--- src/rtl/apb_arb_master.sv ---
`default_nettype none
// ============================================================================
// Module      : apb_arb_master
// Description : Round-robin arbiter plus APB master sequencer sharing one APB
//               slave between NREQ requesters. Define APB_TIMEOUT_EN to add an
//               ACCESS-phase watchdog of TIMEOUT cycles.
// Revision    : 1.0 - initial release
// ============================================================================
module apb_arb_master #(
    parameter int NREQ    = 2,
    parameter int AW      = 32,
    parameter int DW      = 32,
    parameter int TIMEOUT = 16,
    localparam int IDW    = (NREQ > 1) ? $clog2(NREQ) : 1
) (
    input  logic                 pclk,
    input  logic                 preset,
    input  logic [NREQ-1:0]      req_valid,
    output logic [NREQ-1:0]      req_ready,
    input  logic [NREQ*AW-1:0]   req_addr,
    input  logic [NREQ-1:0]      req_write,
    input  logic [NREQ*DW-1:0]   req_wdata,
    output logic                 rsp_valid,
    output logic [IDW-1:0]       rsp_id,
    output logic [DW-1:0]        rsp_rdata,
    output logic                 rsp_err,
    output logic                 psel,
    output logic                 penable,
    output logic [AW-1:0]        paddr,
    output logic                 pwrite,
    output logic [DW-1:0]        pwdata,
    input  logic [DW-1:0]        prdata,
    input  logic                 pready,
    input  logic                 pslverr
);

    typedef enum logic [1:0] {
        S_IDLE   = 2'd0,
        S_SETUP  = 2'd1,
        S_ACCESS = 2'd2
    } state_t;

    state_t          r_state;
    state_t          w_next;
    logic [IDW-1:0]  r_last;
    logic [IDW-1:0]  r_winner;
    logic [IDW-1:0]  w_winner;
    logic [IDW:0]    w_cand;
    logic            w_any;
    logic            w_done;
    logic            w_abort;
    logic [AW-1:0]   w_sel_addr;
    logic [DW-1:0]   w_sel_wdata;
    logic            w_sel_write;

    // Search from r_last+1 upward; iterating from the farthest candidate down
    // lets the nearest valid requester overwrite and win.
    always_comb begin
        w_any    = 1'b0;
        w_winner = '0;
        w_cand   = '0;
        for (int k = NREQ; k >= 1; k--) begin
            w_cand = {1'b0, r_last} + (IDW+1)'(k);
            if (w_cand >= (IDW+1)'(NREQ)) begin
                w_cand = w_cand - (IDW+1)'(NREQ);
            end
            for (int i = 0; i < NREQ; i++) begin
                if (req_valid[i] && (w_cand == (IDW+1)'(i))) begin
                    w_any    = 1'b1;
                    w_winner = IDW'(i);
                end
            end
        end
    end

    always_comb begin
        w_sel_addr  = '0;
        w_sel_wdata = '0;
        w_sel_write = 1'b0;
        for (int i = 0; i < NREQ; i++) begin
            if (w_winner == IDW'(i)) begin
                w_sel_addr  = req_addr[i*AW +: AW];
                w_sel_wdata = req_wdata[i*DW +: DW];
                w_sel_write = req_write[i];
            end
        end
    end

`ifdef APB_TIMEOUT_EN
    localparam int c_tw = $clog2(TIMEOUT + 1);
    localparam logic [c_tw-1:0] c_tlast = c_tw'(TIMEOUT - 1);

    logic [c_tw-1:0] r_tcnt;
    logic            w_tmo;

    always_ff @(posedge pclk or posedge preset) begin
        if (preset) begin
            r_tcnt <= '0;
        end else if (r_state == S_SETUP) begin
            r_tcnt <= '0;
        end else if ((r_state == S_ACCESS) && !pready) begin
            r_tcnt <= r_tcnt + 1'b1;
        end
    end

    // The count reaches TIMEOUT on this edge when it currently sits one short.
    assign w_tmo = (r_tcnt == c_tlast);
`else
    logic w_tmo;
    assign w_tmo = 1'b0;
`endif

    always_comb begin
        w_next    = r_state;
        req_ready = '0;
        w_done    = 1'b0;
        w_abort   = 1'b0;
        case (r_state)
            S_IDLE: begin
                if (w_any) begin
                    for (int i = 0; i < NREQ; i++) begin
                        req_ready[i] = (w_winner == IDW'(i));
                    end
                    w_next = S_SETUP;
                end
            end
            S_SETUP: begin
                w_next = S_ACCESS;
            end
            S_ACCESS: begin
                if (pready) begin
                    w_done = 1'b1;
                    w_next = S_IDLE;
                end else if (w_tmo) begin
                    w_abort = 1'b1;
                    w_next  = S_IDLE;
                end
            end
            default: begin
                w_next = S_IDLE;
            end
        endcase
    end

    // Decoded straight from the state register so reset drops them at once.
    assign psel    = (r_state != S_IDLE);
    assign penable = (r_state == S_ACCESS);

    always_ff @(posedge pclk or posedge preset) begin
        if (preset) begin
            r_state   <= S_IDLE;
            r_last    <= IDW'(NREQ - 1);
            r_winner  <= '0;
            paddr     <= '0;
            pwrite    <= 1'b0;
            pwdata    <= '0;
            rsp_valid <= 1'b0;
            rsp_id    <= '0;
            rsp_rdata <= '0;
            rsp_err   <= 1'b0;
        end else begin
            r_state   <= w_next;
            rsp_valid <= 1'b0;
            if ((r_state == S_IDLE) && w_any) begin
                paddr    <= w_sel_addr;
                pwrite   <= w_sel_write;
                pwdata   <= w_sel_wdata;
                r_winner <= w_winner;
            end
            if (w_done || w_abort) begin
                rsp_valid <= 1'b1;
                rsp_id    <= r_winner;
                rsp_rdata <= (w_done && !pwrite) ? prdata : '0;
                rsp_err   <= w_abort || pslverr;
                r_last    <= r_winner;
            end
        end
    end

endmodule
`default_nettype wire
--- config.mk ---
export PLATFORM = sky130hd
export DESIGN_NAME = apb_arb_master
export DESIGN_NICKNAME = d
export VERILOG_FILES = /design/src/rtl/apb_arb_master.sv
export SDC_FILE = /design/constraint.sdc
export NUM_CORES = 1
export LEC_CHECK = 0
export ABC_AREA = 1
export BUFFER_PORTS_ARGS = -buffer_cell sky130_fd_sc_hd__buf_2
export CORE_MARGIN = 4
export CORE_UTILIZATION = 45
export DETAILED_ROUTE_END_ITERATION = 8
export MAX_ROUTING_LAYER = met4
export PLACE_DENSITY = 0.81
export SYNTH_ARGS = -nofsm -noshare
export SYNTH_HDL_FRONTEND = slang
export SYNTH_SLANG_ARGS = --single-unit
--- constraint.sdc ---
create_clock -name pclk -period 3.7 [get_ports pclk]
set_input_delay 0.37 -clock pclk [delete_from_list [all_inputs] [get_ports pclk]]
set_output_delay 0.37 -clock pclk [all_outputs]
set_load 0.05 [all_outputs]
# == Word level (Yosys, flattened, before mapping) ==
# Index checks and enable logic that the tools add are counted.
# op_classes
addsub,4
order_cmp,2
mux,21
eq_ne,6
n_reduce_logical,12
bitwise,1
# ops
cell,count
$mux W32,3
$mux W2,6
$mux W1,11
$eq A2 B1 Y1 const B,3
$logic_and A1 B1 Y1,6
$logic_not A2 Y1,3
$pmux W2 S3,1
$ge A2 B2 Y1 const B,2
$sub A2 B2 Y2 const B,2
$add A1 B1 Y2 const B,1
$add A1 B2 Y2 const B,1
$eq A2 B2 Y1 const B,1
$ne A2 B1 Y1 const B,1
$ne A2 B2 Y1 const B,1
$reduce_and A2 Y1,1
$reduce_bool A2 Y1,1
$logic_not A1 Y1,1
$not A1 Y1,1
# totals
output_inout_bits,104
in_bits,168
ff_bits,104

# == Depth between registers and ports, before layout ==
# logic_depth
ltp_word,11
depth_mapped,8
ltp_nobuf,6

# == Least setup slack after synthesis ==
# Ideal clock, no wire load.
# synth_timing
path_type,register -> output
from,register r_state[0]
to,output port req_ready[0]
setup_slack_ns,1.473
stages_incl_launch_ff,7
arrival_time_ns,1.857
cell_sequence,dfrtp_1 -> inv_1 -> nand2_2 -> nor2_4 -> inv_2 -> clkbuf_1 -> a21oi_1
# synth_between
elab_chain_len,2
# synth_lines
item,line_no,text
start: declaration,43,state_t r_state;
start signal: assignment,162,r_state <= w_next;
$logic_not A2 Y1,118,case (r_state)
$mux W2,118,
end: declaration,19,"output logic [NREQ-1:0] req_ready,"
# No other way between the ends.

# == Final worst setup path ==
# layout_timing
from,register r_last
to,output port req_ready[1]
# layout_between
elab_chain_len,11
# layout_lines
item,line_no,text
start: declaration,45,logic [IDW-1:0] r_last;
start signal: assignment,152,r_last <= IDW'(NREQ - 1);
start signal: assignment,175,r_last <= r_winner;
$add A1 B2 Y2,63,"w_cand = {1'b0, r_last} + (IDW+1)'(k);"
$sub A2 B2 Y2 or $ge A2 B2 Y1 (tied branches),"65, 64",
$mux W2,64,if (w_cand >= (IDW+1)'(NREQ)) begin
$logic_not A2 Y1,68,if (req_valid[i] && (w_cand == (IDW+1)'(i))) begin
$logic_and A1 B1 Y1,68,
$mux W1 (4 in a row),68,
$mux W2 (*),120,if (w_any) begin
$mux W2 (*),118,
# Mark *: on every way between the ends. The rest lies on a longest branch, timed or not.

==> flow_metrics.py <==
metrics = {
    "synthesis": {
        "ys_types": 19,
        "synth_area_leaders": "dfrtp_1, nand2_1, nand3_1",
        "ys_seq_area_share_pct": 52.6,
        "yosys_warnings": 0,
        "ys_ff_latch": 104,
        "synth_top_area_share_pct": 52.1,
        "syn_inst": 665,
        "yosys.area.top_type": "dfrtp_1",
        "synth_area_mm2": 0.00495,
        "postSynthAreaPerCell_um2": 7.44,
        "synthesis.nets": 833,
    },
    "clocking": {
        "clock-root-buffer": "clkbuf_8",
        "cts_tree": "yes",
        "cts_buffer_depth": 2,
        "cts_inserted_buffers": 9,
        "cts.sinks": 104,
        "cts_resized": 0,
        "clk_latency_ns": 0.35,
        "holdBufCountCts": 0,
        "cts_htree_levels": 3,
        "post_cts_buffers": 0,
        "clk_pin_slew_ns": 0.10,
    },
    "floorplan": {
        "rows": 38,
        "die-width_um": 113,
        "io_pins": 272,
        "initial_core_util_pct": 45.8,
        "dieHeight_um": 113,
        "die-area_mm2": 0.0127,
        "core_mm2": 0.0108,
    },
    "worst_setup_path": {
        "cp-start-kind": "flop",
        "rr_endpoint": "pwdata[28]$_DFFE_PP0P_",
        "reg2reg_from": "r_last$_DFFE_PP1P_",
        "endpoint": "req_ready[1]",
        "startpoint": "r_last$_DFFE_PP1P_",
        "regToRegSetupSlack_ns": 1.93,
        "crit_arrival_ns": 2.02,
        "crit_fanout": 56,
        "crit_required_ns": 3.33,
        "crit_type": "flop to output pin",
        "cp-end-kind": "output pin",
        "reg2reg_depth": 7,
    },
    "final_layout": {
        "ff_latch_area_mm2": 0.00260,
        "final_common_cell": "nand2_1",
        "area_growth_syn_to_layout_pct": 31.2,
        "fillers": 1021,
        "multi_input_area_mm2": 0.00209,
        "final_nets": 1075,
        "utilization_pct": 60.1,
        "antenna-diode-count": 0,
        "layout_common_cells": "nand2_1, buf_2, dfrtp_1, nand3_1, nand4_1",
        "layout-drive-gt1-share_pct": 33.3,
    },
    "pwr": {
        "seqPwrFrac_pct": 30.0,
        "p_leak_nw": 4.02,
        "power.share.clock_pct": 9.7,
        "peakVddDrop_mv": 0.732,
        "p_comb_share_pct": 60.3,
        "power_density_mw_per_mm2": 1010,
        "p_sw_mw": 3.80,
        "swShare_pct": 57.8,
        "p_int_mw": 2.77,
    },
    "routing": {
        "drt-pass1-iter-count": 5,
        "ant_nets": 0,
        "vias": 5143,
        "routed_wire_length_per_instance_um": 13.9,
        "vias_per_cell": 4.89,
        "routed_wl_mm": 14.6,
        "drc_errors": 0,
        "drt_iter0_markers": 508,
    },
    "place": {
        "pre_cts_slack_ns": 1.69,
        "gp_congestion": 0.892,
        "port_buffers": 271,
        "detailed_place_hpwl_mm": 10.5,
    },
    "global_route": {
        "antenna_found_initial": 0,
        "overflow": 0,
        "grt_max_degree": 82,
        "grt_pass1_wl_mm": 23.4,
        "track_usage_pct": 22.9,
        "grt_pass1_vias": 4867,
    },
    "min_path": {
        "hold_class": "primary input to flop",
    },
    "sta": {
        "rsz0062_at_grt": "false",
        "layout_setup_ws_ns": 1.31,
        "worst_pin_slew_ns": 0.975,
        "fmax_ghz": 0.418,
        "hold_viol": 0,
        "fin_setup_tns_ns": 0,
        "min_period_over_period_pct": 64.6,
        "setup_viol": 0,
        "drv_slew": 0,
        "min_period_ns": 2.39,
        "relSlewSlack_pct": 35.0,
        "skew_ns": 0.0164,
    },
    "status": {
        "status": "finished, final reports clean",
    },
    "job": {
        "max_cap_violations": 0,
    },
}
[cell usage after synthesis]
master	instances
a21oi_1	1
buf_1	3
buf_2	20
buf_4	7
clkbuf_1	19
dfrtp_1	103
dfstp_2	1
inv_1	5
inv_2	2
nand2_1	397
nand2_2	1
nand3_1	65
nand4_1	32
nor2_1	3
nor2_2	1
nor2_4	1
o21a_1	1
o21ai_0	2
o21bai_1	1
[flip-flops by register name (all words and copies together), names as in the netlist]
signal / cells
paddr: 32
pwdata: 32
pwrite: 1
r_last: 1
r_state: 2
r_winner: 1
rsp_err: 1
rsp_id: 1
rsp_rdata: 32
rsp_valid: 1
[layer usage]
layer  vias to the layer above  GRT usage (%)  wire length [um]
met4                         0           6.65               285
met5                         -              -                 0
met1                      2333           30.8              6260
li1                       2573              -                 -
met2                       215           37.3              7160
met3                        22           1.87               868
[critical path, cell delays in order, from the launching register on]
cell and delay (ns):
dfstp_2 0.55, nand2_2 0.06, nand2_2 0.18, buf_4 0.51
nor2_1 0.11, buf_2 0.24
[worst min path at each step]
stage                     startpoint                     to  depth (start not counted)
3_3_place_gp   paddr[16]$_DFFE_PP0P_  paddr[16]$_DFFE_PP0P_                          2
6_report                     pslverr    rsp_err$_DFFE_PP0P_                          3
4_1_cts                      pslverr    rsp_err$_DFFE_PP0P_                          3
3_5_place_dp   pwdata[4]$_DFFE_PP0P_  pwdata[4]$_DFFE_PP0P_                          2
2_1_floorplan     r_last$_DFFE_PP1P_     r_last$_DFFE_PP1P_                          2
5_1_grt                      pslverr    rsp_err$_DFFE_PP0P_                          3
[power by group through the flow]
stage / Combinational [mW] / Sequential, mW / Clock [mW]
4_1_cts: 3.99 / 1.96 / 0.652
5_1_grt: 4.24 / 2.03 / 0.703
3_5_place_dp: 4.00 / 1.98 / 0
6_report: 3.96 / 1.97 / 0.636
3_3_place_gp: 3.93 / 1.98 / 0
2_1_floorplan: 1.21 / 3.79 / 0
[cell families (layout without fill, tap and decap cells)]
family	count (synthesis)	after routing	synth area share, %
simple gates	500	500	41.5
flops	104	104	52.6
buf+inv	56	303	5.29
compound gates	5	5	0.607
[stage by stage]
| step | hold WS, ns | power (mW) | instances | area [um^2] |
|---|---|---|---|---|
| 3_3_place_gp | 0.457 | 5.91 | 1036 | 6320 |
| 6_report | 0.229 | 6.57 | 1052 | 6490 |
| 3_5_place_dp | 0.460 | 5.97 | 1036 | 6320 |
| 4_1_cts | 0.212 | 6.61 | 1052 | 6490 |
| 2_1_floorplan | 0.467 | 5.01 | 665 | 4950 |
| 5_1_grt | 0.243 | 6.98 | 1052 | 6490 |
[layout make-up]
type,instances,area share [%]
multi-input cells,505,32.2
clock inverters,6,0.656
well taps,140,2.70
clock buffers,10,1.97
repair buffers,280,21.9
flip-flops and latches,104,40.1
inverters,7,0.444
No activity file was read; power rests on OpenSTA's default activity.
